`config.mk`:
```
export PLATFORM = sky130hd
export DESIGN_NAME = i2s_codec_master
export DESIGN_NICKNAME = d
export VERILOG_FILES = /design/src/rtl/i2s_codec_master.sv
export SDC_FILE = /design/constraint.sdc
export NUM_CORES = 1
export LEC_CHECK = 0
export CAP_MARGIN = 15
export CELL_PAD_IN_SITES_DETAIL_PLACEMENT = 0
export CELL_PAD_IN_SITES_GLOBAL_PLACEMENT = 1
export CORE_MARGIN = 4
export CORE_UTILIZATION = 45
export DETAILED_ROUTE_END_ITERATION = 10
export PLACE_DENSITY = 0.76
export REMOVE_ABC_BUFFERS = 1
export SLEW_MARGIN = 10
export SYNTH_ARGS = -nofsm -noshare
export SYNTH_HDL_FRONTEND = slang
export SYNTH_SLANG_ARGS = --single-unit
```
`constraint.sdc`:
```
create_clock -name clk -period 5 [get_ports clk]
set_input_delay 1 -clock clk [delete_from_list [all_inputs] [get_ports clk]]
set_output_delay 1 -clock clk [all_outputs]
set_load 0.01 [all_outputs]
```
`src/rtl/i2s_codec_master.sv`:
```
// I2S master for a codec port: generates BCLK/LRCK, serialises one stereo pair per
// 64-bit frame on adcdat and deserialises the returning frame from dacdat.
module i2s_codec_master #(
   parameter int DATA_WIDTH = 24,
   parameter int BCLK_DIV   = 4
) (
   input  logic                  clk,
   input  logic                  reset_n,
   input  logic [DATA_WIDTH-1:0] adc_left_data,
   input  logic [DATA_WIDTH-1:0] adc_right_data,
   input  logic                  adc_valid,
   output logic                  adc_ready,
   output logic [DATA_WIDTH-1:0] dac_left_data,
   output logic [DATA_WIDTH-1:0] dac_right_data,
   output logic                  dac_valid,
   output logic                  adc_underrun,
   output logic                  bclk,
   output logic                  lrck,
   output logic                  adcdat,
   input  logic                  dacdat
);

   typedef struct packed {
      logic [DATA_WIDTH-1:0] left;
      logic [DATA_WIDTH-1:0] right;
   } pair_t;

   localparam logic [7:0] HP_TC  = 8'(BCLK_DIV - 1);
   localparam logic [4:0] P_LAST = 5'(DATA_WIDTH);

   logic [7:0]            hp_cnt;
   logic [5:0]            bit_cnt;
   logic [5:0]            bit_nxt;
   logic [4:0]            slot_cur;
   logic                  tc;
   logic                  fall_ev;
   logic                  rise_ev;
   logic                  frame_start;
   logic                  hs;
   logic                  rx_slot;

   pair_t                 pend;
   logic                  pend_full;
   logic [DATA_WIDTH-1:0] tx_sr;
   logic [DATA_WIDTH-1:0] tx_right;
   logic [DATA_WIDTH-1:0] rx_left;
   logic [DATA_WIDTH-1:0] rx_right;
   logic                  frame_seen;

   assign tc          = (hp_cnt == HP_TC);
   assign fall_ev     = tc & bclk;
   assign rise_ev     = tc & ~bclk;
   assign bit_nxt     = bit_cnt + 6'd1;
   assign slot_cur    = bit_cnt[4:0];
   assign frame_start = fall_ev & (bit_cnt == 6'd63);
   assign adc_ready   = ~pend_full;
   assign hs          = adc_valid & adc_ready;
   assign rx_slot     = rise_ev & (slot_cur != 5'd0) & (slot_cur <= P_LAST);

   // Bit clock: toggle on every terminal count of the half-period counter.
   always_ff @(posedge clk or negedge reset_n) begin
      if (!reset_n) begin
         hp_cnt <= '0;
         bclk   <= 1'b0;
      end else begin
         hp_cnt <= tc ? 8'd0 : hp_cnt + 8'd1;
         if (tc) bclk <= ~bclk;
      end
   end

   // One-deep pending buffer; a frame start with a full buffer wins over a handshake,
   // and the two can never coincide because adc_ready is low while full.
   always_ff @(posedge clk or negedge reset_n) begin
      if (!reset_n) begin
         pend      <= '0;
         pend_full <= 1'b0;
      end else if (frame_start && pend_full) begin
         pend_full <= 1'b0;
      end else if (hs) begin
         pend      <= '{left: adc_left_data, right: adc_right_data};
         pend_full <= 1'b1;
      end
   end

   // Transmit: slot 0 of each channel reloads the shifter and emits the delay bit;
   // later slots shift in zeros, so positions past DATA_WIDTH come out as 0.
   always_ff @(posedge clk or negedge reset_n) begin
      if (!reset_n) begin
         bit_cnt      <= 6'd63;
         lrck         <= 1'b0;
         adcdat       <= 1'b0;
         tx_sr        <= '0;
         tx_right     <= '0;
         adc_underrun <= 1'b0;
      end else begin
         adc_underrun <= frame_start & ~pend_full;
         if (frame_start) tx_right <= pend_full ? pend.right : '0;
         if (fall_ev) begin
            bit_cnt <= bit_nxt;
            lrck    <= bit_nxt[5];
            if (bit_nxt[4:0] == 5'd0) begin
               adcdat <= 1'b0;
               if (frame_start) tx_sr <= pend_full ? pend.left : '0;
               else             tx_sr <= tx_right;
            end else begin
               adcdat <= tx_sr[DATA_WIDTH-1];
               tx_sr  <= {tx_sr[DATA_WIDTH-2:0], 1'b0};
            end
         end
      end
   end

   // Receive: after DATA_WIDTH shifts the register holds the whole word, MSB first.
   always_ff @(posedge clk or negedge reset_n) begin
      if (!reset_n) begin
         rx_left  <= '0;
         rx_right <= '0;
      end else if (rx_slot) begin
         if (lrck) rx_right <= {rx_right[DATA_WIDTH-2:0], dacdat};
         else      rx_left  <= {rx_left[DATA_WIDTH-2:0], dacdat};
      end
   end

   // The first frame start after reset closes no real frame, so it is not reported.
   always_ff @(posedge clk or negedge reset_n) begin
      if (!reset_n) begin
         dac_left_data  <= '0;
         dac_right_data <= '0;
         dac_valid      <= 1'b0;
         frame_seen     <= 1'b0;
      end else begin
         dac_valid <= 1'b0;
         if (frame_start) begin
            dac_left_data  <= rx_left;
            dac_right_data <= rx_right;
            dac_valid      <= frame_seen;
            frame_seen     <= 1'b1;
         end
      end
   end

endmodule

```
-- After elaboration in Yosys (flattened, before gate mapping)
Index checks and enable logic that the tools add are counted.
- output and inout bits: 54
- ROM bits: 0
- bits of input ports: 52
- memory bits (writable): 0
- register bits after elaboration: 213
- latch bits: 0
- memories kept: 0
- equal/unequal tests: 2
- divide/modulo/power cells: 0
- bitwise gates (word level): 11
- order comparisons: 1
- add/sub/neg operators: 2
- shift-type cells: 0
- $mul: 0
- reductions and logical operators: 7
- mux-type cells: 9
- operator list (operator ; number):
    24-bit two-way mux ; 4
    8-bit by 1-bit adder with 8-bit output, second input constant ; 1
    8-bit by 2-bit == test with 1-bit output, second input constant ; 1
    8-bit two-way mux ; 1
    1-bit bitwise AND ; 7
    6-bit by 1-bit adder with 6-bit output, second input constant ; 1
    6-bit == test, second input constant ; 1
    2-bit AND reduction ; 3
    5-bit less-or-equal comparator, second input constant ; 1
    5-bit logical NOT ; 1
    5-bit nonzero test ; 1
    1-bit two-way mux ; 4
    1-bit inverter ; 4
    2-bit nonzero test ; 1
    1-bit logical AND ; 1

-- Logic depth before layout (Yosys ltp)
- word-level depth: 6
- gate-level depth with buffers: 8

-- Worst setup path before layout
OpenSTA, ideal clock, no wires.
- path kind: input -> register
- start point: in adc_valid
- end point: reg pend[27] (netlist bit)
- data arrival time: 2234 ps
- stages on the path: 4
- setup slack: 2642 ps
- setup time: 125 ps
- path buffers: 2
- required time: 4875 ps
- cells stage by stage: nor2b_1 -> buf_1 -> buf_1 -> mux2_2
- cells in the longest elaborated chain, start to end: 2
- ends and longest elaborated chain (item ; RTL line ; RTL):
    from (decl) ; 11 ; input logic adc_valid,
    1-bit bitwise AND ; 57 ; assign hs = adc_valid & adc_ready;
    2-bit AND reduction (no line) ; -- ;
    to (signal assigned) ; 80 ; pend <= '{left: adc_left_data, right: adc_right_data};
    to (decl) ; 42 ; pair_t pend;
No other way between the ends.
A chain may end at the register's enable or synchronous reset.

-- Worst setup path after layout
- start point: reg hp_cnt[0]
- end point: reg tx_sr[22]
- cells in the longest elaborated chain, start to end: 5
- ends and longest elaborated chain (item ; RTL line ; RTL):
    from (decl) ; 31 ; logic [7:0] hp_cnt;
    from (signal assigned) ; 66 ; hp_cnt <= tc ? 8'd0 : hp_cnt + 8'd1;
    8-bit by 2-bit == test with 1-bit output * ; 50 ; assign tc = (hp_cnt == HP_TC);
    1-bit bitwise AND * ; 51 ; assign fall_ev = tc & bclk;
    1-bit bitwise AND ; 55 ; assign frame_start = fall_ev & (bit_cnt == 6'd63);
    24-bit two-way mux ; 103 ; if (frame_start) tx_sr <= pend_full ? pend.left : '0;
    24-bit two-way mux ; 101 ; if (bit_nxt[4:0] == 5'd0) begin
    to (signal assigned) ; 103 ;
    to (signal assigned) ; 104 ; else tx_sr <= tx_right;
    to (signal assigned) ; 107 ; tx_sr <= {tx_sr[DATA_WIDTH-2:0], 1'b0};
    to (decl) ; 44 ; logic [DATA_WIDTH-1:0] tx_sr;
Mark *: on every way between the ends. The rest lies on a longest branch, timed or not.

==> metrics.txt <==
pwr/cell area=338.6 nW/um2; highest routed layer=met5; Switch Pwr=0.0007318 W; Synth Cell Area=8733 um2; fillcell total=1588; Tcrit/Tclk final=0.5353; Die H=147.3 um; initial antenna violation count=2; met3 WL=1160 um; Final ANT Viol Nets=0; count leader, synth=dfrtp_1; largest net degree at the start of global routing=130; setup TNS=0 ns; Reg clk slew, reported paths=0.06 ns; Layout area overhead=24.48%; Worst VDD drop=261.9 uV; First-pass DRT Iterations=4; vias in the first global route=5729; cts-stage hold buffer count=0; fin cells=992; achievable clock frequency=373.6 MHz; Diodes inserted=0; final core utilization=0.5754; EDFF count, synth=0; Startpoint Class=register; Max Buffers Root-to-Sink=3; gr usage total=0.1594; relative slew slack=0.2639; register area share after synthesis=0.6112; final count of pins violating max slew=0; cell taking the most area after synthesis=dfrtp_1; fin nets=773; top post-synthesis cells by count=207 x dfrtp_1, 126 x mux2_2, 46 x mux2i_1; post-CTS resize count=0; Hold WC Path Type=reg -> reg; yosys warns=0; chip width=147.3 um; Area contributors post-synth=dfrtp_1 59%, mux2_2 16%, mux2i_1 5.3%; drt drc=0; Routed wire per std cell=17.03 um; Pint=0.002950 W; CTS Sinks=213; Worst-Margin Slew=1.104 ns; remaining global-route overflow=0; Pwr Total=0.003682 W; global-route wire length before repair=28860 um; initial drt markers=225; synth unique cells=37; Final Setup Violations=0; placed wire-length estimate=10460 um; worst skew pair latency=0.50 ns; combinational share of power=0.033; setup repair bufs after CTS=0; WHS=0.4602 ns; CTS buffer count=24; Yosys reg bits=213; Flop pwr share=0.489; PortBufs=105; share of the synthesized area in the top cell type=0.5931; Met2 Routed Length=7834 um; placed cell count=951; area of the die=21700 um2; Mapped Cells=612; share of layout cells above drive strength 1=0.2637; Main synth FF type=dfrtp_1; syn avg cell area=14.27 um2; asr flop ratio synth=1.000; M1 wire length=7608 um; CTS tree=built; total number of vias=5183; GPL Wtd Cong=0.7343; root buffer cell=clkbuf_16; vias per cell=5.225; Worst Path Arrival=3.10 ns; H-tree Lvls=1; Final min period=2.677 ns; Initial Util=0.4623; FP Rows=50; status=completed; clock network fraction of total power=0.478; # IOs=106; core area=18890 um2; Critical Path End Type=register; Leakage=5.257 nW; Crit Path Max Fanout=49; max_cap viols=0; Fin. Hold Viols=0; Data required, critical path=5.42 ns; Routed WL=16900 um; Crit Path Class=reg -> reg; Switching Share=0.1988; RSZ-0062 raised after global routing=false; Clock Skews=0.01492 ns
-- worst paths after layout --
check	start	end	depth (start not counted)	slack, ns
max	hp_cnt[0]	tx_sr[22]	6	2.32
min	frame_seen	frame_seen	2	0.46
min in group asynchronous	reset_n	pend[20]	1	0.61
min reg2reg	frame_seen	frame_seen	2	0.46
max reg2reg	hp_cnt[0]	tx_sr[22]	6	2.32
max in group asynchronous	reset_n	pend[8]	2	3.27
-- critical path: stages, from the launching register on --
cell and delay [ns]:
dfrtp_1 0.38, ha_1 0.21, nor4b_4 0.27, buf_4 0.39, and4_2 0.93, a21oi_1 0.20
mux2i_1 0.17
-- cells by family (layout without fill, tap and decap cells) --
group / count (synthesis) / in the layout / share of synthesized area
buffers and inverters: 65 / 185 / 0.03166
xor gates and xnor gates: 14 / 14 / 0.01404
AOI/OAI and AO/OA: 81 / 81 / 0.06518
adders and majority gates: 4 / 4 / 0.005731
DFF: 213 / 213 / 0.6112
and+or+nand+nor: 45 / 45 / 0.03381
muxes: 190 / 190 / 0.2384
-- layer usage --
metal / vias to the layer above / GRT usage
li1: 2394 / -
met4: 4 / 0.03355
met5: - / 0
met3: 30 / 0.04997
met2: 114 / 0.2569
met1: 2641 / 0.2150
-- power groups by stage --
stage          registers, W  logic [W]  clock network, W
2_1_floorplan       0.00182  0.0000415                 0
3_3_place_gp        0.00183   0.000119                 0
3_5_place_dp        0.00183   0.000124                 0
4_1_cts             0.00180   0.000125           0.00182
5_1_grt             0.00181   0.000136           0.00189
6_report            0.00180   0.000120           0.00176
-- placed cells by master, fill, tap and decap left out, drive strengths merged, types with 4 or more instances in the layout --
master,count
o21ai,5
a21oi,26
clkbuf,39
a41oi,24
a21o,24
ha,4
nand2,13
inv,30
dfrtp,207
nor2,6
mux2i,46
dfstp,6
clkdlybuf4s50,104
and3,6
buf,10
xnor2,12
nand3,4
mux2,144
-- flip-flops by register name (all words and copies together) (netlist names) --
signal and count:
adc_underrun 1, frame_seen 1, dac_right_data 24, hp_cnt 8, lrck 1, pend 48, adcdat 1, tx_right 24
dac_valid 1, rx_right 24, rx_left 24, dac_left_data 24, bit_cnt 6, tx_sr 24, pend_full 1, bclk 1
-- final cells by class --
| class | count | area, um2 | area share |
|---|---|---|---|
| Inverter | 29 | 108.9 | 0.01001 |
| Clock buffer | 38 | 774.5 | 0.07124 |
| Timing Repair Buffer | 115 | 1142 | 0.1051 |
| Tap cell | 260 | 325.3 | 0.02992 |
| Multi-Input combinational cell | 334 | 3137 | 0.2885 |
| Clock inverter | 3 | 46.29 | 0.004258 |
| Sequential cell | 213 | 5338 | 0.4910 |
-- through the flow --
step / worst slack, ns / area, um2
global placement: 1.937 / 10050
global route: 2.049 / 10870
detailed placement: 1.887 / 10050
CTS: 2.272 / 10870
floorplan: 0.3363 / 8566
finish: 2.324 / 10870
Note: power is estimated with default switching activity, not from simulation.
